### config.mk
export PLATFORM = sky130hd
export DESIGN_NAME = pipeline_hazard_ctrl
export DESIGN_NICKNAME = d
export VERILOG_FILES = /design/src/rtl/pipeline_hazard_ctrl.sv
export SDC_FILE = /design/constraint.sdc
export NUM_CORES = 1
export LEC_CHECK = 0
export CAP_MARGIN = 5
export CORE_ASPECT_RATIO = 1.25
export CORE_MARGIN = 5
export CORE_UTILIZATION = 43
export CTS_BUF_LIST = sky130_fd_sc_hd__clkbuf_4
export CTS_CLUSTER_DIAMETER = 100
export DETAILED_ROUTE_END_ITERATION = 8
export PLACE_DENSITY_LB_ADDON = 0.08
export SYNTH_ARGS = -nofsm -noshare
export SYNTH_HDL_FRONTEND = slang
export SYNTH_SLANG_ARGS = --single-unit
### constraint.sdc
create_clock -name clk -period 2.3 [get_ports clk]
set_input_delay 0.46 -clock clk [delete_from_list [all_inputs] [get_ports clk]]
set_output_delay 0.46 -clock clk [all_outputs]
set_load 0.01 [all_outputs]
### src/rtl/pipeline_hazard_ctrl.sv
// Hazard and sequencing controller for the 5-stage MIPS pipeline: load-use stalls,
// redirect squash windows and registered EX-operand forwarding selects.
module pipeline_hazard_ctrl #(
  parameter int unsigned FLUSH_CYCLES = 2,
  parameter int unsigned CNT_W        = 32
) (
  input  logic             clk,
  input  logic             rst,
  input  logic [4:0]       id_rs,
  input  logic [4:0]       id_rt,
  input  logic             id_use_rs,
  input  logic             id_use_rt,
  input  logic [4:0]       ex_dst,
  input  logic             ex_regwrite,
  input  logic             ex_memread,
  input  logic [4:0]       mem_dst,
  input  logic             mem_regwrite,
  input  logic             redirect_req,
  input  logic [31:0]      redirect_pc,
  output logic             stall,
  output logic             id_bubble,
  output logic             flush_ifid,
  output logic             jump_cs,
  output logic [31:0]      next_pc,
  output logic [1:0]       fwd_a,
  output logic [1:0]       fwd_b,
  output logic [1:0]       state,
  output logic [CNT_W-1:0] stall_cnt,
  output logic [CNT_W-1:0] flush_cnt
);

  localparam logic [2:0] SquashInit = 3'(FLUSH_CYCLES);

  typedef enum logic [1:0] {
    StRun   = 2'd0,
    StFlush = 2'd1
  } state_e;

  state_e           state_q, state_d;
  logic [2:0]       sq_cnt_q, sq_cnt_d;
  logic             jump_q, jump_d;
  logic [31:0]      pc_q, pc_d;
  logic [1:0]       fwd_a_q, fwd_a_d;
  logic [1:0]       fwd_b_q, fwd_b_d;
  logic [CNT_W-1:0] stall_cnt_q, stall_cnt_d;
  logic [CNT_W-1:0] flush_cnt_q, flush_cnt_d;
  logic             lu;
  logic             redirect_take;
  logic             squashing;

  // Register 0 is hard-wired to zero, so it can never carry a hazard.
  function automatic logic reg_match(input logic [4:0] src, input logic [4:0] dst,
                                     input logic we);
    return we && (src == dst) && (src != 5'd0);
  endfunction

  function automatic logic [1:0] fwd_sel(input logic use_src, input logic [4:0] src,
                                         input logic [4:0] e_dst, input logic e_we,
                                         input logic e_load, input logic [4:0] m_dst,
                                         input logic m_we);
    if (use_src && reg_match(src, e_dst, e_we) && !e_load) begin
      return 2'd1;
    end else if (use_src && reg_match(src, m_dst, m_we)) begin
      return 2'd2;
    end
    return 2'd0;
  endfunction

  always_comb begin
    squashing     = (state_q == StFlush) && (sq_cnt_q != 3'd0);
    redirect_take = (state_q == StRun) && redirect_req;
    lu            = (state_q == StRun) && ex_memread && ex_regwrite &&
                    ((id_use_rs && reg_match(id_rs, ex_dst, ex_regwrite)) ||
                     (id_use_rt && reg_match(id_rt, ex_dst, ex_regwrite)));
    stall         = lu && !redirect_take;
    id_bubble     = stall || squashing;
    flush_ifid    = squashing;
  end

  always_comb begin
    state_d     = state_q;
    sq_cnt_d    = sq_cnt_q;
    jump_d      = 1'b0;
    pc_d        = pc_q;
    fwd_a_d     = fwd_a_q;
    fwd_b_d     = fwd_b_q;
    stall_cnt_d = stall_cnt_q;
    flush_cnt_d = flush_cnt_q;

    unique case (state_q)
      StRun: begin
        if (redirect_req) begin
          state_d  = StFlush;
          sq_cnt_d = SquashInit;
          jump_d   = 1'b1;
          pc_d     = redirect_pc;
          if (!(&flush_cnt_q)) flush_cnt_d = flush_cnt_q + CNT_W'(1);
        end
      end
      StFlush: begin
        if (sq_cnt_q <= 3'd1) begin
          state_d  = StRun;
          sq_cnt_d = 3'd0;
        end else begin
          sq_cnt_d = sq_cnt_q - 3'd1;
        end
      end
      default: begin
        state_d  = StRun;
        sq_cnt_d = 3'd0;
      end
    endcase

    if (stall && !(&stall_cnt_q)) stall_cnt_d = stall_cnt_q + CNT_W'(1);

    // Selects track the instruction leaving ID; a held ID keeps them frozen.
    if (!stall) begin
      if (id_bubble) begin
        fwd_a_d = 2'd0;
        fwd_b_d = 2'd0;
      end else begin
        fwd_a_d = fwd_sel(id_use_rs, id_rs, ex_dst, ex_regwrite, ex_memread, mem_dst,
                          mem_regwrite);
        fwd_b_d = fwd_sel(id_use_rt, id_rt, ex_dst, ex_regwrite, ex_memread, mem_dst,
                          mem_regwrite);
      end
    end
  end

  always_ff @(posedge clk) begin
    if (rst) begin
      state_q     <= StRun;
      sq_cnt_q    <= 3'd0;
      jump_q      <= 1'b0;
      pc_q        <= 32'd0;
      fwd_a_q     <= 2'd0;
      fwd_b_q     <= 2'd0;
      stall_cnt_q <= '0;
      flush_cnt_q <= '0;
    end else begin
      state_q     <= state_d;
      sq_cnt_q    <= sq_cnt_d;
      jump_q      <= jump_d;
      pc_q        <= pc_d;
      fwd_a_q     <= fwd_a_d;
      fwd_b_q     <= fwd_b_d;
      stall_cnt_q <= stall_cnt_d;
      flush_cnt_q <= flush_cnt_d;
    end
  end

  assign jump_cs   = jump_q;
  assign next_pc   = pc_q;
  assign fwd_a     = fwd_a_q;
  assign fwd_b     = fwd_b_q;
  assign state     = state_q;
  assign stall_cnt = stall_cnt_q;
  assign flush_cnt = flush_cnt_q;

endmodule

Word level (Yosys, flattened, before mapping)
Index checks and enable logic that the tools add are counted.
{ "classes": {"addsub": 3, "n_mul": 0, "n_div": 0, "n_lt_le_gt_ge": 1, "eq_ne": 7, "shifts": 0, "n_mux": 23, "bitwise": 2, "reduce_logical": 36} }
{ "op_table": {"columns": ["operator", "n"], "rows": [
  ["$add A32 B1 Y32 const B", 2],
  ["$reduce_and A32 Y1", 2],
  ["$logic_and A1 B1 Y1", 21],
  ["$eq A5 B5 Y1", 4],
  ["$mux W2", 10],
  ["$reduce_bool A5 Y1", 2],
  ["$mux W1", 9],
  ["$mux W3", 2],
  ["$pmux W3 S2", 1],
  ["$pmux W2 S2", 1],
  ["$reduce_and A2 Y1", 2],
  ["$le A3 B1 Y1 const B", 1],
  ["$logic_not A1 Y1", 3],
  ["$reduce_and A3 Y1", 1],
  ["$reduce_bool A3 Y1", 1],
  ["$sub A3 B1 Y3 const B", 1],
  ["$eq A2 B1 Y1 const B", 1],
  ["$logic_not A2 Y1", 1],
  ["$logic_or A1 B1 Y1", 2],
  ["$ne A2 B1 Y1 const B", 1],
  ["$ne A2 B2 Y1 const B", 1],
  ["$not A1 Y1", 2],
  ["$reduce_or A2 Y1", 1]
]} }
{ "totals": {"register_bits": 106, "latchBits": 0, "ram_bits": 0, "rom_bits": 0, "input_bits": 60, "out_inout_bits": 106, "wordCells": 80, "memories": 0} }

Logic depth before layout (Yosys ltp)
Gate-level depths: netlist of run 1.
{ "depth": {"ltp_word": 12, "ltp_mapped": 9, "depth_no_buf": 8} }

Worst setup path after synthesis of run 1
Ideal clock, no wire load.
{ "synth_path": {"path_type": "input to output", "start": "in id_rs[1]", "end": "out id_bubble", "t_arrival_ns": 1.895, "required_time_ns": 1.840, "path_slack_ns": -0.055, "path_stages": 7, "n_path_buf": 2, "cell_sequence": "or4_1 -> o21ai_2 -> nor3_2 -> o21ai_4 -> buf_2 -> buf_4 -> nand2_1"} }
{ "synth_via": {"elab_chain_cells": 8, "word_cells_on_any_way": 9, "classes_between": "eq/ne: 1; reduce/logical: 8"} }
{ "synth_lines": {"columns": ["item", "line_no", "text"], "rows": [
  ["start: declaration", "9", "input logic [4:0] id_rs,"],
  ["$eq A5 B5 Y1", "54", "return we && (src == dst) && (src != 5'd0);"],
  ["$logic_and A1 B1 Y1", "54", null],
  ["$logic_and A1 B1 Y1 *", "54", null],
  ["$logic_and A1 B1 Y1 *", "73", "((id_use_rs && reg_match(id_rs, ex_dst, ex_regwrite)) ||"],
  ["$logic_or A1 B1 Y1 *", "73", null],
  ["$logic_and A1 B1 Y1 *", "72", "lu = (state_q == StRun) && ex_memread && ex_regwrite &&"],
  ["$logic_and A1 B1 Y1 *", "75", "stall = lu && !redirect_take;"],
  ["$logic_or A1 B1 Y1 *", "76", "id_bubble = stall || squashing;"],
  ["end: declaration", "21", "output logic id_bubble,"]
]} }
Every way passes the cells marked *; elsewhere a longest branch is shown, timed or not.

Final worst setup path of run 1
{ "layout_path": {"start": "in id_rs[2]", "end": "out id_bubble"} }
Same word-level chain as after synthesis.

==> qor.csv, run 1 <==
stage;metric;value;unit
cts;CTS root buffer;clkbuf_4;
global_route;first-pass GRT wire length;23400;µm
layout;layout net count;888;
synth;synth unique cells;49;
synth;cell area after synthesis;5020;µm²
cts;Num Clock Sinks;105;
cts;Clk Latency, worst-skew pair;0.46;ns
die;Initial Util;0.436;
placed_design;IO buf count;164;
synth;top cells by count, synth;dfxtp_1 (105), nand2_1 (95), a21oi_1 (71);
synth;combinational family with the most area after synthesis;simple AND/OR/NAND/NOR gates;
die;FP Rows;44;
synth;Syn. warnings;0;
timing;Worst Skew;0.0183;ns
hold_path;HP Class;reg2reg;
timing;period utilization;0.979;
worst_setup_path;worst r2r src;stall_cnt[0];
synth;number of synthesized register bits;105;
synth;Synth Area in Simple Gates;0.300;
synth;Synth Area in Adders;0.0125;
timing;Final Max Tran Viols;0;
cts;TritonCTS Buffers;9;
layout;layout cells sized above 1;0.132;
worst_setup_path;CP required;1.84;ns
cts;CTS tree;done;
timing;Worst-Margin Slew;0.811;ns
timing;Max Freq;444;MHz
detailed_routing;TritonRoute pass-1 iters;4;
status;status;completed;
worst_setup_path;Critical Path Source Type;input port;
power_and_ir_drop;pwr/cell area;443;nW/µm²
synth;register area share after synthesis;0.419;
die;core footprint;11500;µm²
global_route;Tot GR Track Use;0.204;
timing;Final setup viols;0;
worst_setup_path;crit-path max cell delay;0.54;ns
detailed_routing;# DRC;0;
worst_setup_path;Worst R2R Setup Slack;0.10;ns
flow_run;max cap viols;0;
synth;Post-Synth XOR/XNOR Area;0.0802;
detailed_routing;routed len/inst;15.4;µm
worst_setup_path;worst-path maximum fanout;2;
timing;Max transition margin;0.459;
synth;Syn Area/Cell;8.09;µm²
synth;top-count cell post-synth;dfxtp_1;
timing;post-layout min period;2.25;ns
worst_setup_path;Worst Setup Path Type;in2out;
cts;hold buffer count at CTS;0;
global_route;grt ovf;0;
synth;number of synthesized flops with an enable pin;0;
power_and_ir_drop;VDD IR max;0.373;mV
layout;final core occ;0.636;
timing;RSZ-0062 raised after global routing;no;
synth;post-synth top area cell;dfxtp_1;
detailed_routing;DRT iter0 DRCs;164;
timing;Setup Total Neg Slack;0;ns
synth;post-synthesis compound-gate area fraction;0.137;
detailed_routing;final antenna-violating net count;0;
worst_setup_path;CP startpoint;id_rs[2];
synth;Synth area leaders;dfxtp_1 (42%), nand2_1 (7.1%), a21oi_1 (7.1%);
placed_design;Area after DPL;7130;µm²
cts;H-tree lvl count;3;
synth;ys async rst share;0;
layout;# fillers;1008;
worst_setup_path;critical path arrival;1.79;ns
worst_setup_path;CP endpoint kind;output port;
placed_design;routability congestion estimate;0.942;
worst_setup_path;slowest cell on the critical path;or4_4;
synth;Synth Net Count;686;
power_and_ir_drop;Pleak;2.62;nW
die;Die Ht;131;µm
global_route;initial antenna violation count;1;
detailed_routing;via density per instance;5.43;
cts;CTS clk-pin slew, worst paths;0.15;ns
global_route;vias in the first global route;4960;
detailed_routing;total number of vias;5253;
worst_setup_path;crit path cell chain;buf_2, or4_4, o21ai_4, nor3_4, o21ai_4, buf_6, nand2_4, buf_6;
die;Ports;166;
layout;synth-to-layout area growth;45.7;%
layout;final non-filler cell area;7310;µm²
synth;Main synth FF type;dfxtp_1;
cts;number of buffers on the longest clock path;2;
timing;final hold vios;0;
global_route;largest net degree at the start of global routing;79;
detailed_routing;total wire length;14900;µm
hold_path;worst hold start;next_pc[30];
die;die area;14000;µm²
die;Die X;107;µm
synth;Synth top area share;0.419;
synth;Post-Synthesis Cells;621;
synth;mux contribution to synthesized area;0.0150;
placed_design;hpwl dp;11100;µm
==> layout by cell type (no fill, tap or decap), drive strengths merged, types with 2 or more instances in the layout <==
cell type / synthesis / layout
nand4b: 2 / 2
clkdlybuf4s15: 0 / 2
clkinvlp: 0 / 2
or3: 19 / 19
nor2: 49 / 49
or4: 19 / 19
and4: 9 / 9
o31ai: 14 / 14
a21oi: 71 / 71
mux2i: 3 / 3
mux2: 4 / 4
and2: 3 / 3
nor3: 16 / 16
nand2b: 2 / 2
nor4: 4 / 4
dfxtp: 105 / 105
clkbuf: 25 / 11
o21ai: 25 / 25
nand2: 95 / 95
a31oi: 2 / 2
xor2: 17 / 17
inv: 11 / 12
nor2b: 7 / 7
buf: 8 / 68
xnor2: 29 / 29
nand4: 26 / 26
and3: 12 / 12
ha: 5 / 5
clkinv: 0 / 4
clkdlybuf4s50: 0 / 145
dlygate4sd2: 0 / 7
nand3: 27 / 27
==> worst paths after layout <==
kind                   end  cells after the start
max              id_bubble                      8
min reg2reg    next_pc[30]                      2
max reg2reg  stall_cnt[31]                      7
min            next_pc[30]                      2
==> repair_timing <==
action / CTS / global route
setup buffers: 4 / 0
pin swaps: 10 / 5
cloned: 0 / 0
setup endpoints to repair: 5 / 5
resized for setup: 53 / 13
==> metrics by stage <==
stage          instances  setup slack [ns]  power (mW)  hold slack (ns)
5_1_grt              967           0.00132        3.39            0.476
3_5_place_dp         947            -0.648        2.39            0.446
6_report             967            0.0494        3.24            0.466
4_1_cts              966           0.00757        3.26            0.466
3_3_place_gp         947            -0.626        2.38            0.441
2_1_floorplan        621           0.00612        2.12            0.476
==> power breakdown <==
| group | total [mW] | leakage [nW] | switching (mW) | internal [mW] |
|---|---|---|---|---|
| Clock | 0.882 | 0.0625 | 0.652 | 0.230 |
| Sequential | 1.89 | 0.853 | 0.0241 | 1.87 |
| Combinational | 0.466 | 1.70 | 0.220 | 0.246 |
| Total | 3.24 | 2.62 | 0.896 | 2.34 |
==> cell type report <==
cell class / instances / area (µm²) / share of cell area
clock buffer: 9 / 67.6 / 0.00924
inverter: 11 / 43.8 / 0.00599
multi-input combinational: 472 / 2800 / 0.383
timing repair buffer: 224 / 2060 / 0.282
tap: 138 / 173 / 0.0236
clock inverter: 7 / 55.1 / 0.00753
sequential: 105 / 2100 / 0.288
antenna: 1 / 2.50 / 0.000342
==> cells by family (layout without fill, tap and decap cells) <==
family                     count (synthesis)  in the layout
DFF                                      105            105
and+or+nand+nor                          293            293
other                                      1              2
AOI/OAI and AO/OA                        120            120
xor gates and xnor gates                  46             46
buffers and inverters                     44            251
muxes                                      7              7
adders and majority gates                  5              5
==> flip-flops by register name, indices dropped and copies added, names as in the netlist <==
signal / cells
flush_cnt: 32
next_pc: 32
stall_cnt: 32
sq_cnt_q: 3
fwd_a: 2
fwd_b: 2
jump_cs: 1
state: 1
==> per-layer routing <==
layer / up-vias / global-route usage / routed length, µm
met3: 25 / 0.0575 / 937
met4: 0 / 0.0805 / 401
li1: 2607 / - / -
met5: - / 0 / 0
met1: 2470 / 0.233 / 6070
met2: 151 / 0.362 / 7510
==> critical path: cells and delay by family <==
family,cells,cell delay [ns]
buf+inv,3,0.35
compound gates,2,0.33
simple gates,3,0.64
No activity file was read; power rests on OpenSTA's default activity.
==> run 2: changes to the inputs <==
- GPL_ROUTABILITY_DRIVEN: default -> 0
- PLACE_DENSITY: default -> 0.79
- PLACE_DENSITY_LB_ADDON: 0.08 -> default
==> run 2 against run 1 <==
  * Setup slack got worse by 0.011 ns
  * Register-to-register slack about the same
  * Clock skew decreased by 0.0057 ns
  * Via count increased by 2.0%
  * Wire length increased by 1.8%
  * Sequential share of layout area decreased by 0.36 points
  * Flip-flop and latch count unchanged
  * Largest power group unchanged
==> qor.csv, run 2 (synthesis results as in run 1) <==
stage;metric;value;unit;change
die;FP Rows;44;;unchanged
layout;most common cell after layout, fill and taps aside;clkdlybuf4s50_1;;unchanged
worst_setup_path;crit-path max cell delay;0.55;ns;was 0.54 ns
die;Ports;166;;unchanged
power_and_ir_drop;pwr/cell area;437;nW/µm²;was 443 nW/µm²
placed_design;IO buf count;164;;unchanged
worst_setup_path;CP endpoint kind;output port;;unchanged
timing;Max Freq;442;MHz;was 444 MHz
power_and_ir_drop;Pleak;2.68;nW;was 2.62 nW
power_and_ir_drop;clock share of power;0.270;;was 0.272
hold_path;HP Class;in2reg;;was reg2reg
timing;post-layout min period;2.26;ns;was 2.25 ns
power_and_ir_drop;Net Sw Power;0.895;mW;was 0.896 mW
worst_setup_path;Critical Path Sink;id_bubble;;unchanged
placed_design;dpl cells;943;;was 947
worst_setup_path;CP startpoint;id_rt[4];;was id_rs[2]
worst_setup_path;Worst R2R Setup Slack;0.09;ns;was 0.10 ns
timing;Worst-Margin Slew;0.574;ns;was 0.811 ns
placed_design;hpwl dp;11200;µm;was 11100 µm
worst_setup_path;Worst Reg-to-Reg Cells;7;;unchanged
cts;CTS clk-pin slew, worst paths;0.16;ns;was 0.15 ns
die;die area;14000;µm²;unchanged
worst_setup_path;critical path depth;8;;unchanged
timing;final hold vios;0;;unchanged
worst_setup_path;worst r2r src;stall_cnt[0];;unchanged
layout;most frequent cells in the layout;clkdlybuf4s50_1 (145), dfxtp_1 (100), nand2_1 (94);;was clkdlybuf4s50_1 (145), dfxtp_1 (103), nand2_1 (94)
power_and_ir_drop;switching fraction of total power;0.276;;was 0.277
power_and_ir_drop;Power Internal;2.35;mW;was 2.34 mW
detailed_routing;routed len/inst;15.6;µm;was 15.4 µm
detailed_routing;total wire length;15200;µm;was 14900 µm
cts;CTS root buffer;clkbuf_4;;unchanged
layout;synth-to-layout area growth;47.7;%;was 45.7%
detailed_routing;DRT iter0 DRCs;202;;was 164
global_route;first-pass GRT wire length;24600;µm;was 23400 µm
worst_setup_path;cell family with most CP delay;simple AND/OR/NAND/NOR gates;;unchanged
layout;layout cells sized above 1;0.152;;was 0.132
global_route;grt ovf;0;;unchanged
detailed_routing;TritonRoute pass-1 iters;4;;unchanged
cts;Num Clock Sinks;105;;unchanged
worst_setup_path;worst-path maximum fanout;2;;unchanged
detailed_routing;via density per instance;5.50;;was 5.43
global_route;vias in the first global route;5269;;was 4960
timing;period utilization;0.983;;was 0.979
cts;CTS tree;done;;unchanged
power_and_ir_drop;Reg power frac;0.582;;was 0.583
detailed_routing;# DRC;0;;unchanged
global_route;Tot GR Track Use;0.212;;was 0.204
worst_setup_path;R2R Path End;stall_cnt[31];;unchanged
worst_setup_path;slowest cell on the critical path;or4_4;;unchanged
timing;Final Max Tran Viols;0;;unchanged
global_route;initial antenna violation count;0;;was 1
power_and_ir_drop;Logic pwr share;0.148;;was 0.144
worst_setup_path;crit path cell chain;clkbuf_2, or4_4, o21ai_4, nor3_4, o21ai_4, buf_6, nand2_2, buf_6;;was buf_2, or4_4, o21ai_4, nor3_4, o21ai_4, buf_6, nand2_4, buf_6
cts;hold buffer count at CTS;0;;unchanged
placed_design;pre-CTS setup slack;-0.653;ns;was -0.648 ns
cts;Clk Latency, worst-skew pair;0.46;ns;about the same
worst_setup_path;critical path arrival;1.80;ns;was 1.79 ns
timing;final setup margin;0.0385;ns;was 0.0494 ns
die;Initial Util;0.436;;unchanged
detailed_routing;final antenna-violating net count;0;;unchanged
die;core footprint;11500;µm²;unchanged
layout;layout net count;894;;was 888
power_and_ir_drop;post-route total power;3.24;mW;about the same
layout;Finished Layout Cells;974;;was 967
power_and_ir_drop;VDD IR max;0.348;mV;was 0.373 mV
global_route;largest net degree at the start of global routing;53;;was 79
status;status;completed;;unchanged
cts;H-tree lvl count;3;;unchanged
cts;number of buffers on the longest clock path;2;;unchanged
die;Die X;107;µm;unchanged
timing;Final setup viols;0;;unchanged
flow_run;max cap viols;0;;unchanged
detailed_routing;total number of vias;5357;;was 5253
timing;Setup Total Neg Slack;0;ns;unchanged
cts;TritonCTS Buffers;9;;unchanged
worst_setup_path;CP Buf/Inv Count;3;;unchanged
die;Die Ht;131;µm;unchanged
hold_path;worst hold start;rst;;was next_pc[30]
timing;Worst Skew;0.0127;ns;was 0.0183 ns
timing;Max transition margin;0.614;;was 0.459
worst_setup_path;Critical Path Source Type;input port;;unchanged
worst_setup_path;CP required;1.84;ns;about the same
worst_setup_path;Worst Setup Path Type;in2out;;unchanged
## run 2: area by class of cell
class / count / area, µm²
antenna: 2 / 5.00
inverter: 11 / 43.8
fill: 984 / 4090
sequential: 105 / 2110
timing repair buffer: 230 / 2110
multi-input combinational: 472 / 2850
tap: 138 / 173
clock buffer: 9 / 67.6
clock inverter: 7 / 53.8
## run 2: how the worst min path moves through the flow
stage	end	slack, ns	cells past startpoint
2_1_floorplan	fwd_a[1]	0.48	2
3_3_place_gp	next_pc[28]	0.44	2
3_5_place_dp	next_pc[23]	0.45	2
4_1_cts	stall_cnt[12]	0.39	2
5_1_grt	stall_cnt[10]	0.42	2
6_report	stall_cnt[31]	0.43	2
## run 2: power by group through the flow
stage          registers (mW)  logic, mW  clock network, mW
3_5_place_dp             1.93      0.470                  0
5_1_grt                  1.90      0.520              0.969
2_1_floorplan            1.95      0.173                  0
3_3_place_gp             1.93      0.456                  0
4_1_cts                  1.89      0.478              0.905
6_report                 1.89      0.479              0.876
## run 2: metrics by stage
| stage | utilization | hold WS (ns) | area (µm²) |
|---|---|---|---|
| 4_1_cts | 0.636 | 0.387 | 7320 |
| 6_report | 0.645 | 0.426 | 7420 |
| 3_5_place_dp | 0.618 | 0.450 | 7110 |
| 2_1_floorplan | - | 0.476 | 5030 |
| 5_1_grt | 0.644 | 0.421 | 7410 |
| 3_3_place_gp | 0.618 | 0.441 | 7110 |
## run 2: layer usage
layer	vias to the layer above	track usage	part of all wire	routed length, µm
met2	181	0.381	0.52	7840
li1	2621	-	-	-
met4	0	0.0963	0.029	441
met3	36	0.0432	0.060	919
met5	-	0	0	0
met1	2519	0.243	0.39	5990
## run 2: what timing repair did
| item | 4_1_cts | 5_1_grt |
|---|---|---|
| cloned | 0 | 0 |
| gates resized for setup | 57 | 20 |
| buffers inserted | 4 | 9 |
| setup endpoints to repair | 13 | 23 |
| pin swaps | 11 | 13 |
